<file path="src/rtl/mem_ctrl_pkg.sv">
// Shared types and encodings for the byte-serial memory controller.
package mem_ctrl_pkg;

    typedef enum logic [1:0] {IDLE, READ, WRITE, DONE} mem_state_e;

    localparam logic [1:0]  LEN_1B = 2'b00;
    localparam logic [1:0]  LEN_2B = 2'b01;
    localparam logic [1:0]  LEN_4B = 2'b11;

    localparam logic        GRANT_IF  = 1'b0;
    localparam logic        GRANT_LSB = 1'b1;

    localparam logic [31:0] IO_BASE_DEFAULT = 32'h0003_0000;

    // Index of the last byte of a burst; the illegal encoding 2'b10 runs as a word.
    function automatic logic [2:0] len_last(input logic [1:0] len);
        case (len)
            LEN_1B:  len_last = 3'd0;
            LEN_2B:  len_last = 3'd1;
            default: len_last = 3'd3;
        endcase
    endfunction

endpackage

</file>
<file path="src/rtl/mem_load_extend.sv">
// Combinational load formatter: keeps the low len bytes of the assembled word
// and sign- or zero-extends 1B/2B results.
module mem_load_extend
    import mem_ctrl_pkg::*;
(
    input  logic [31:0] i_bytes,
    input  logic [1:0]  i_len,
    input  logic        i_signed,
    output logic [31:0] o_data
);

    always_comb begin
        o_data = i_bytes;
        case (i_len)
            LEN_1B:  o_data = {{24{i_signed & i_bytes[7]}}, i_bytes[7:0]};
            LEN_2B:  o_data = {{16{i_signed & i_bytes[15]}}, i_bytes[15:0]};
            default: o_data = i_bytes;
        endcase
    end

endmodule

</file>
<file path="src/rtl/memory_controller.sv">
// Arbitrates the byte-wide RAM port between IF and LSB and runs each request as a byte burst.
// Optional MEM_CTRL_IO_STALL_EN holds IO-region store bytes while io_buffer_full is high.
module memory_controller
    import mem_ctrl_pkg::*;
#(
    parameter logic [31:0] IO_BASE = IO_BASE_DEFAULT
)
(
    input  logic        clk_in,
    input  logic        rst_n_in,
    input  logic        rdy_in,
    input  logic        clear_signal,
    input  logic        if_signal,
    input  logic [31:0] if_addr,
    output logic        if_done,
    output logic [31:0] if_data,
    input  logic        lsb_signal,
    input  logic        lsb_wr,
    input  logic        lsb_signed,
    input  logic [1:0]  lsb_len,
    input  logic [31:0] lsb_addr,
    input  logic [31:0] lsb_wdata,
    output logic [31:0] lsb_rdata,
    output logic        lsb_done,
    input  logic [7:0]  ram_din,
    output logic [7:0]  ram_dout,
    output logic [31:0] ram_a,
    output logic        ram_wr,
    input  logic        io_buffer_full,
    output mem_state_e  o_dbg_state
);

    mem_state_e  r_state;
    logic [2:0]  r_cnt;
    logic [2:0]  r_last;
    logic        r_grant;
    logic        r_last_grant;
    logic        r_signed;
    logic [1:0]  r_len;
    logic [31:0] r_wdata;
    logic [31:0] r_buf;
    logic [31:0] r_ram_a;
    logic [7:0]  r_ram_dout;
    logic        r_ram_wr;
    logic        r_if_done;
    logic        r_lsb_done;
    logic [31:0] r_if_data;
    logic [31:0] r_lsb_rdata;

    logic        w_io_full;
    logic        w_if_req;
    logic        w_lsb_req;
    logic        w_pick_lsb;
    logic        w_any;
    logic [31:0] w_base;
    logic [31:0] w_ram_a_next;
    logic        w_stall_start;
    logic        w_stall_next;
    logic        w_stall_cur;
    logic [31:0] w_assembled;
    logic [31:0] w_ext;

`ifdef MEM_CTRL_IO_STALL_EN
    assign w_io_full = io_buffer_full;
`else
    logic w_unused_io_full;
    assign w_unused_io_full = io_buffer_full;
    assign w_io_full        = 1'b0;
`endif

    // A flush blocks everything except a store, which must still reach memory.
    assign w_if_req   = if_signal & ~clear_signal;
    assign w_lsb_req  = lsb_signal & (~clear_signal | lsb_wr);
    assign w_pick_lsb = w_lsb_req & (~w_if_req | (r_last_grant == GRANT_IF));
    assign w_any      = w_if_req | w_lsb_req;
    assign w_base     = w_pick_lsb ? lsb_addr : if_addr;

    assign w_ram_a_next  = r_ram_a + 32'd1;
    assign w_stall_start = w_io_full & (w_base[31:16] == IO_BASE[31:16]);
    assign w_stall_next  = w_io_full & (w_ram_a_next[31:16] == IO_BASE[31:16]);
    assign w_stall_cur   = w_io_full & (r_ram_a[31:16] == IO_BASE[31:16]);

    // ram_din in READ count c is the byte addressed at count c-1.
    always_comb begin
        w_assembled = r_buf;
        case (r_cnt)
            3'd1:    w_assembled[7:0]   = ram_din;
            3'd2:    w_assembled[15:8]  = ram_din;
            3'd3:    w_assembled[23:16] = ram_din;
            3'd4:    w_assembled[31:24] = ram_din;
            default: w_assembled = r_buf;
        endcase
    end

    mem_load_extend u_extend (
        .i_bytes  (w_assembled),
        .i_len    (r_len),
        .i_signed (r_signed),
        .o_data   (w_ext)
    );

    always_ff @(posedge clk_in or negedge rst_n_in) begin
        if (!rst_n_in) begin
            r_state      <= IDLE;
            r_cnt        <= 3'd0;
            r_last       <= 3'd0;
            r_grant      <= GRANT_IF;
            r_last_grant <= GRANT_IF;
            r_signed     <= 1'b0;
            r_len        <= LEN_4B;
            r_wdata      <= 32'd0;
            r_buf        <= 32'd0;
            r_ram_a      <= 32'd0;
            r_ram_dout   <= 8'd0;
            r_ram_wr     <= 1'b0;
            r_if_done    <= 1'b0;
            r_lsb_done   <= 1'b0;
            r_if_data    <= 32'd0;
            r_lsb_rdata  <= 32'd0;
        end else if (rdy_in) begin
            r_if_done  <= 1'b0;
            r_lsb_done <= 1'b0;
            case (r_state)
                IDLE: begin
                    if (w_any) begin
                        r_grant      <= w_pick_lsb ? GRANT_LSB : GRANT_IF;
                        r_last_grant <= w_pick_lsb ? GRANT_LSB : GRANT_IF;
                        r_len        <= w_pick_lsb ? lsb_len : LEN_4B;
                        r_last       <= len_last(w_pick_lsb ? lsb_len : LEN_4B);
                        r_signed     <= w_pick_lsb & lsb_signed;
                        r_cnt        <= 3'd0;
                        r_buf        <= 32'd0;
                        r_ram_a      <= w_base;
                        if (w_pick_lsb && lsb_wr) begin
                            r_state    <= WRITE;
                            r_wdata    <= lsb_wdata;
                            r_ram_dout <= lsb_wdata[7:0];
                            r_ram_wr   <= ~w_stall_start;
                        end else begin
                            r_state  <= READ;
                            r_ram_wr <= 1'b0;
                        end
                    end
                end
                READ: begin
                    if (clear_signal) begin
                        r_state <= IDLE;
                    end else begin
                        r_buf <= w_assembled;
                        if (r_cnt == r_last + 3'd1) begin
                            r_state <= DONE;
                            if (r_grant == GRANT_IF) begin
                                r_if_data <= w_ext;
                                r_if_done <= 1'b1;
                            end else begin
                                r_lsb_rdata <= w_ext;
                                r_lsb_done  <= 1'b1;
                            end
                        end else begin
                            r_cnt <= r_cnt + 3'd1;
                            if (r_cnt < r_last) r_ram_a <= w_ram_a_next;
                        end
                    end
                end
                WRITE: begin
                    // ram_wr low here means the current byte was held back and is retried.
                    if (r_ram_wr) begin
                        if (r_cnt == r_last) begin
                            r_state    <= DONE;
                            r_ram_wr   <= 1'b0;
                            r_lsb_done <= 1'b1;
                        end else begin
                            r_cnt      <= r_cnt + 3'd1;
                            r_ram_a    <= w_ram_a_next;
                            r_ram_dout <= r_wdata[15:8];
                            r_wdata    <= {8'h00, r_wdata[31:8]};
                            r_ram_wr   <= ~w_stall_next;
                        end
                    end else begin
                        r_ram_wr <= ~w_stall_cur;
                    end
                end
                DONE: begin
                    r_state  <= IDLE;
                    r_ram_wr <= 1'b0;
                end
                default: r_state <= IDLE;
            endcase
        end
    end

    assign if_done     = r_if_done;
    assign if_data     = r_if_data;
    assign lsb_done    = r_lsb_done;
    assign lsb_rdata   = r_lsb_rdata;
    assign ram_a       = r_ram_a;
    assign ram_dout    = r_ram_dout;
    assign ram_wr      = r_ram_wr;
    assign o_dbg_state = r_state;

endmodule

</file>
<file path="config.mk">
export PLATFORM = sky130hd
export DESIGN_NAME = memory_controller
export DESIGN_NICKNAME = d
export VERILOG_FILES = /design/src/rtl/mem_ctrl_pkg.sv /design/src/rtl/mem_load_extend.sv /design/src/rtl/memory_controller.sv
export SDC_FILE = /design/constraint.sdc
export NUM_CORES = 1
export LEC_CHECK = 0
export ABC_AREA = 1
export CORE_MARGIN = 2
export CORE_UTILIZATION = 68
export DETAILED_ROUTE_END_ITERATION = 10
export DONT_BUFFER_PORTS = 1
export GPL_ROUTABILITY_DRIVEN = 0
export GPL_TIMING_DRIVEN = 0
export PLACE_DENSITY = 0.84
export SYNTH_ARGS = -nofsm -noshare
export SYNTH_HDL_FRONTEND = slang
export SYNTH_SLANG_ARGS = --single-unit
</file>
<file path="constraint.sdc">
create_clock -name clk_in -period 2.98 [get_ports clk_in]
set_clock_uncertainty 0.1 [all_clocks]
set_input_delay 0.149 -clock clk_in [delete_from_list [all_inputs] [get_ports clk_in]]
set_output_delay 0.149 -clock clk_in [all_outputs]
set_load 0.03 [all_outputs]
</file>
==> results.py <==
metrics = {
    "status": {
        "outcome": "complete, but fails checks",
        "violations": "hold timing",
    },
    "sta": {
        "slew_headroom": 0.563,
        "whs_ns": -0.702,
        "finalSetupViolCount": 0,
        "fmax_ghz": 0.357,
        "tns_ns": 0,
        "tightest_slew_ns": 0.656,
        "grt_setup_unrepaired": "no",
        "layout_min_cycle_time_ns": 2.80,
        "setup_ws_ns": 0.178,
        "drv_slew": 0,
        "finalHoldViolCount": 174,
        "fin_crit_sh": 0.940,
    },
    "placement": {
        "dp_hpwl_mm": 17.8,
        "io_buffers": 0,
        "place_ws_ns": 0.403,
    },
    "min_path": {
        "worstHoldPathType": "in -> async",
    },
    "critical_path": {
        "critPathRequiredTime_ns": 3.21,
        "arrival_ns": 3.03,
        "cp-end-kind": "flop",
        "cp-start-kind": "flop",
        "crit_type": "reg -> reg",
        "cp_max_fo": 10,
    },
    "floorplanning": {
        "die-height_um": 122,
        "placementRows": 43,
        "die_x_um": 122,
        "core_area_um2": 13800,
        "die-area_um2": 14900,
        "start_util": 0.689,
        "boundaryPins": 224,
    },
    "yosys": {
        "synth_edf_count": 0,
        "ys_async_sr_fraction": 1.00,
        "yosys.area.top_type_share": 0.453,
        "synthCells": 1341,
        "synth-main-ff-cell": "dfrtp_1",
        "yosys_register_bits": 174,
        "yosys.area.top_type": "dfrtp_1",
        "synth.avg_cell_area_um2": 7.08,
        "yosysSeqAreaShare": 0.459,
        "synth_most_common_cell": "nand2_1",
        "synth_area_leaders": "dfrtp_1 (45%), nand2_1 (23%), nor2_1 (5.1%)",
        "yosys_warnings": 0,
        "yosysUniqueCellTypes": 34,
        "syn_area_um2": 9500,
        "synth_nets": 1469,
        "yosys-top-cells-count": "nand2_1 (591), dfrtp_1 (172), nor2_1 (130)",
    },
    "global_routing": {
        "busiest_layer": "met2",
        "grt_overflow": 0,
        "grt_max_degree": 175,
        "antenna_found_initial": 0,
        "grt.met1_usage": 0.467,
        "grt_util_met2": 0.659,
        "grtUsageMet3": 0.0969,
        "grt_pass1_wl_mm": 45.9,
        "grt_usage": 0.395,
        "grt_pass1_vias": 9452,
    },
    "layout": {
        "fillers": 895,
        "nets": 1580,
        "area_growth_pct": 18.8,
        "post-route-util": 0.819,
        "n_antenna_cell": 0,
        "drive_gt1_frac": 0.0771,
    },
    "cts": {
        "postCtsSetupBuffers": 0,
        "cts_tree": "built",
        "numCtsBuffers": 17,
        "root_buffer": "clkbuf_16",
        "clkTransAtPathRegs_ns": 0.07,
        "htreeDepth": 4,
        "cts_num_sinks": 174,
        "clockBufferDepth": 2,
        "insertion_delay_ns": 0.44,
        "cts_hold_buf": 92,
    },
    "flow_run": {
        "maxCapViolations": 0,
    },
    "pwr": {
        "total_power_mw": 12.5,
        "cellPowerDensity_nw_per_um2": 1110,
        "leakagePower_nw": 5.60,
        "peakVddDrop_v": 0.000790,
    },
    "route": {
        "drc": 0,
        "routed_wl_mm": 28.6,
        "firstDrtPassIters": 8,
        "drtAntennaViolNets": 0,
        "drt-initial-drc-count": 1146,
        "dr_total_vias": 9748,
        "avgRoutedWirePerCell_um": 17.4,
        "viasPerCell": 5.93,
    },
}
critical path, stage by stage (launching register included):
cell,delay [ns]
dfrtp_1,0.61
inv_1,0.16
ha_1,0.39
inv_1,0.12
clkbuf_2,0.24
a21oi_1,0.06
o21ai_0,0.11
o21ai_0,0.14
dlygate4sd3_1,0.58
nand2_1,0.12
nand2_1,0.07
sequential cells by signal, summed over array words and instances (netlist names):
name,cells
if_data,32
if_done,1
lsb_done,1
lsb_rdata,32
o_dbg_state,2
r_buf,32
r_cnt,3
r_last,2
r_last_grant,1
r_len,2
r_signed,1
r_wdata,32
ram_a,32
ram_wr,1
per-stage QoR:
| step | area, µm² | std cells |
|---|---|---|
| floorplan | 9500 | 1341 |
| global placement | 9720 | 1521 |
| detailed placement | 9720 | 1521 |
| CTS | 11300 | 1645 |
| global route | 11300 | 1645 |
| finish | 11300 | 1645 |
placed cells by master, fill, tap and decap left out, types with 3 or more instances in the layout:
cell             n
nand2_1        591
dfrtp_1        172
nor2_1         130
o21ai_0         93
dlygate4sd3_1   92
inv_1           66
nand3_1         64
buf_2           30
a21oi_1         27
clkbuf_1        25
o31ai_1         25
o21ai_1         22
o211ai_1        17
clkbuf_16       17
ha_1            13
inv_2           12
buf_4           12
nor2_2           5
or2_2            5
o22ai_1          4
clkinv_4         4
bufinv_16        4
o21ai_2          3
clkinvlp_4       3
cell type report:
type / instances / area, µm² / share of cell area
Multi-Input combinational cell: 1018 / 4500 / 0.399
Sequential cell: 174 / 4360 / 0.386
Timing Repair Buffer: 92 / 921 / 0.0816
Clock buffer: 18 / 429 / 0.0380
Buffer: 70 / 348 / 0.0308
Inverter: 79 / 297 / 0.0263
Tap cell: 180 / 225 / 0.0200
Clock inverter: 14 / 206 / 0.0183
layer usage:
layer  wire, µm  vias to the layer above
li1           -                     4485
met5          0                        -
met3       2690                      174
met4       1720                        0
met2      13900                      644
met1      10300                     4445
logic make-up (layout without fill, tap and decap cells):
group | Yosys count | count (layout) | synth area share
xor+xnor | 1 | 1 | 0.000922
buf+inv | 149 | 273 | 0.0676
flops | 174 | 174 | 0.459
simple gates | 809 | 809 | 0.339
compound gates | 195 | 195 | 0.117
fa+ha+maj | 13 | 13 | 0.0171
where the power goes:
| group | switching, mW | leakage [nW] | internal [mW] |
|---|---|---|---|
| registers | 1.76 | 2.31 | 3.24 |
| logic | 3.29 | 3.00 | 1.76 |
| clock network | 1.00 | 0.299 | 1.42 |
timing repair:
| item | 4_1_cts | 5_1_grt |
|---|---|---|
| endpoints found under the setup margin | 0 | 3 |
| resized for setup | 0 | 4 |
| endpoints found under the hold margin | 252 | 174 |
worst paths after layout:
path,depth (start not counted),end,from,slack [ns]
worst max-delay path,10,ram_a[8]$_DFFE_PN0P_,o_dbg_state[0]$_DFFE_PN0P_,0.18
worst min-delay path,0,lsb_rdata[7]$_DFFE_PN0P_,rst_n_in,-0.70
worst max register to register,10,ram_a[8]$_DFFE_PN0P_,o_dbg_state[0]$_DFFE_PN0P_,0.18
worst min register to register,2,r_wdata[3]$_DFFE_PN0P_,r_wdata[3]$_DFFE_PN0P_,0.38
max in group asynchronous,0,r_len[0]$_DFFE_PN1P_,rst_n_in,3.24
min in group clk_in,4,if_data[7]$_DFFE_PN0P_,ram_din[7],0.01
No activity file was read; power rests on OpenSTA's default activity.
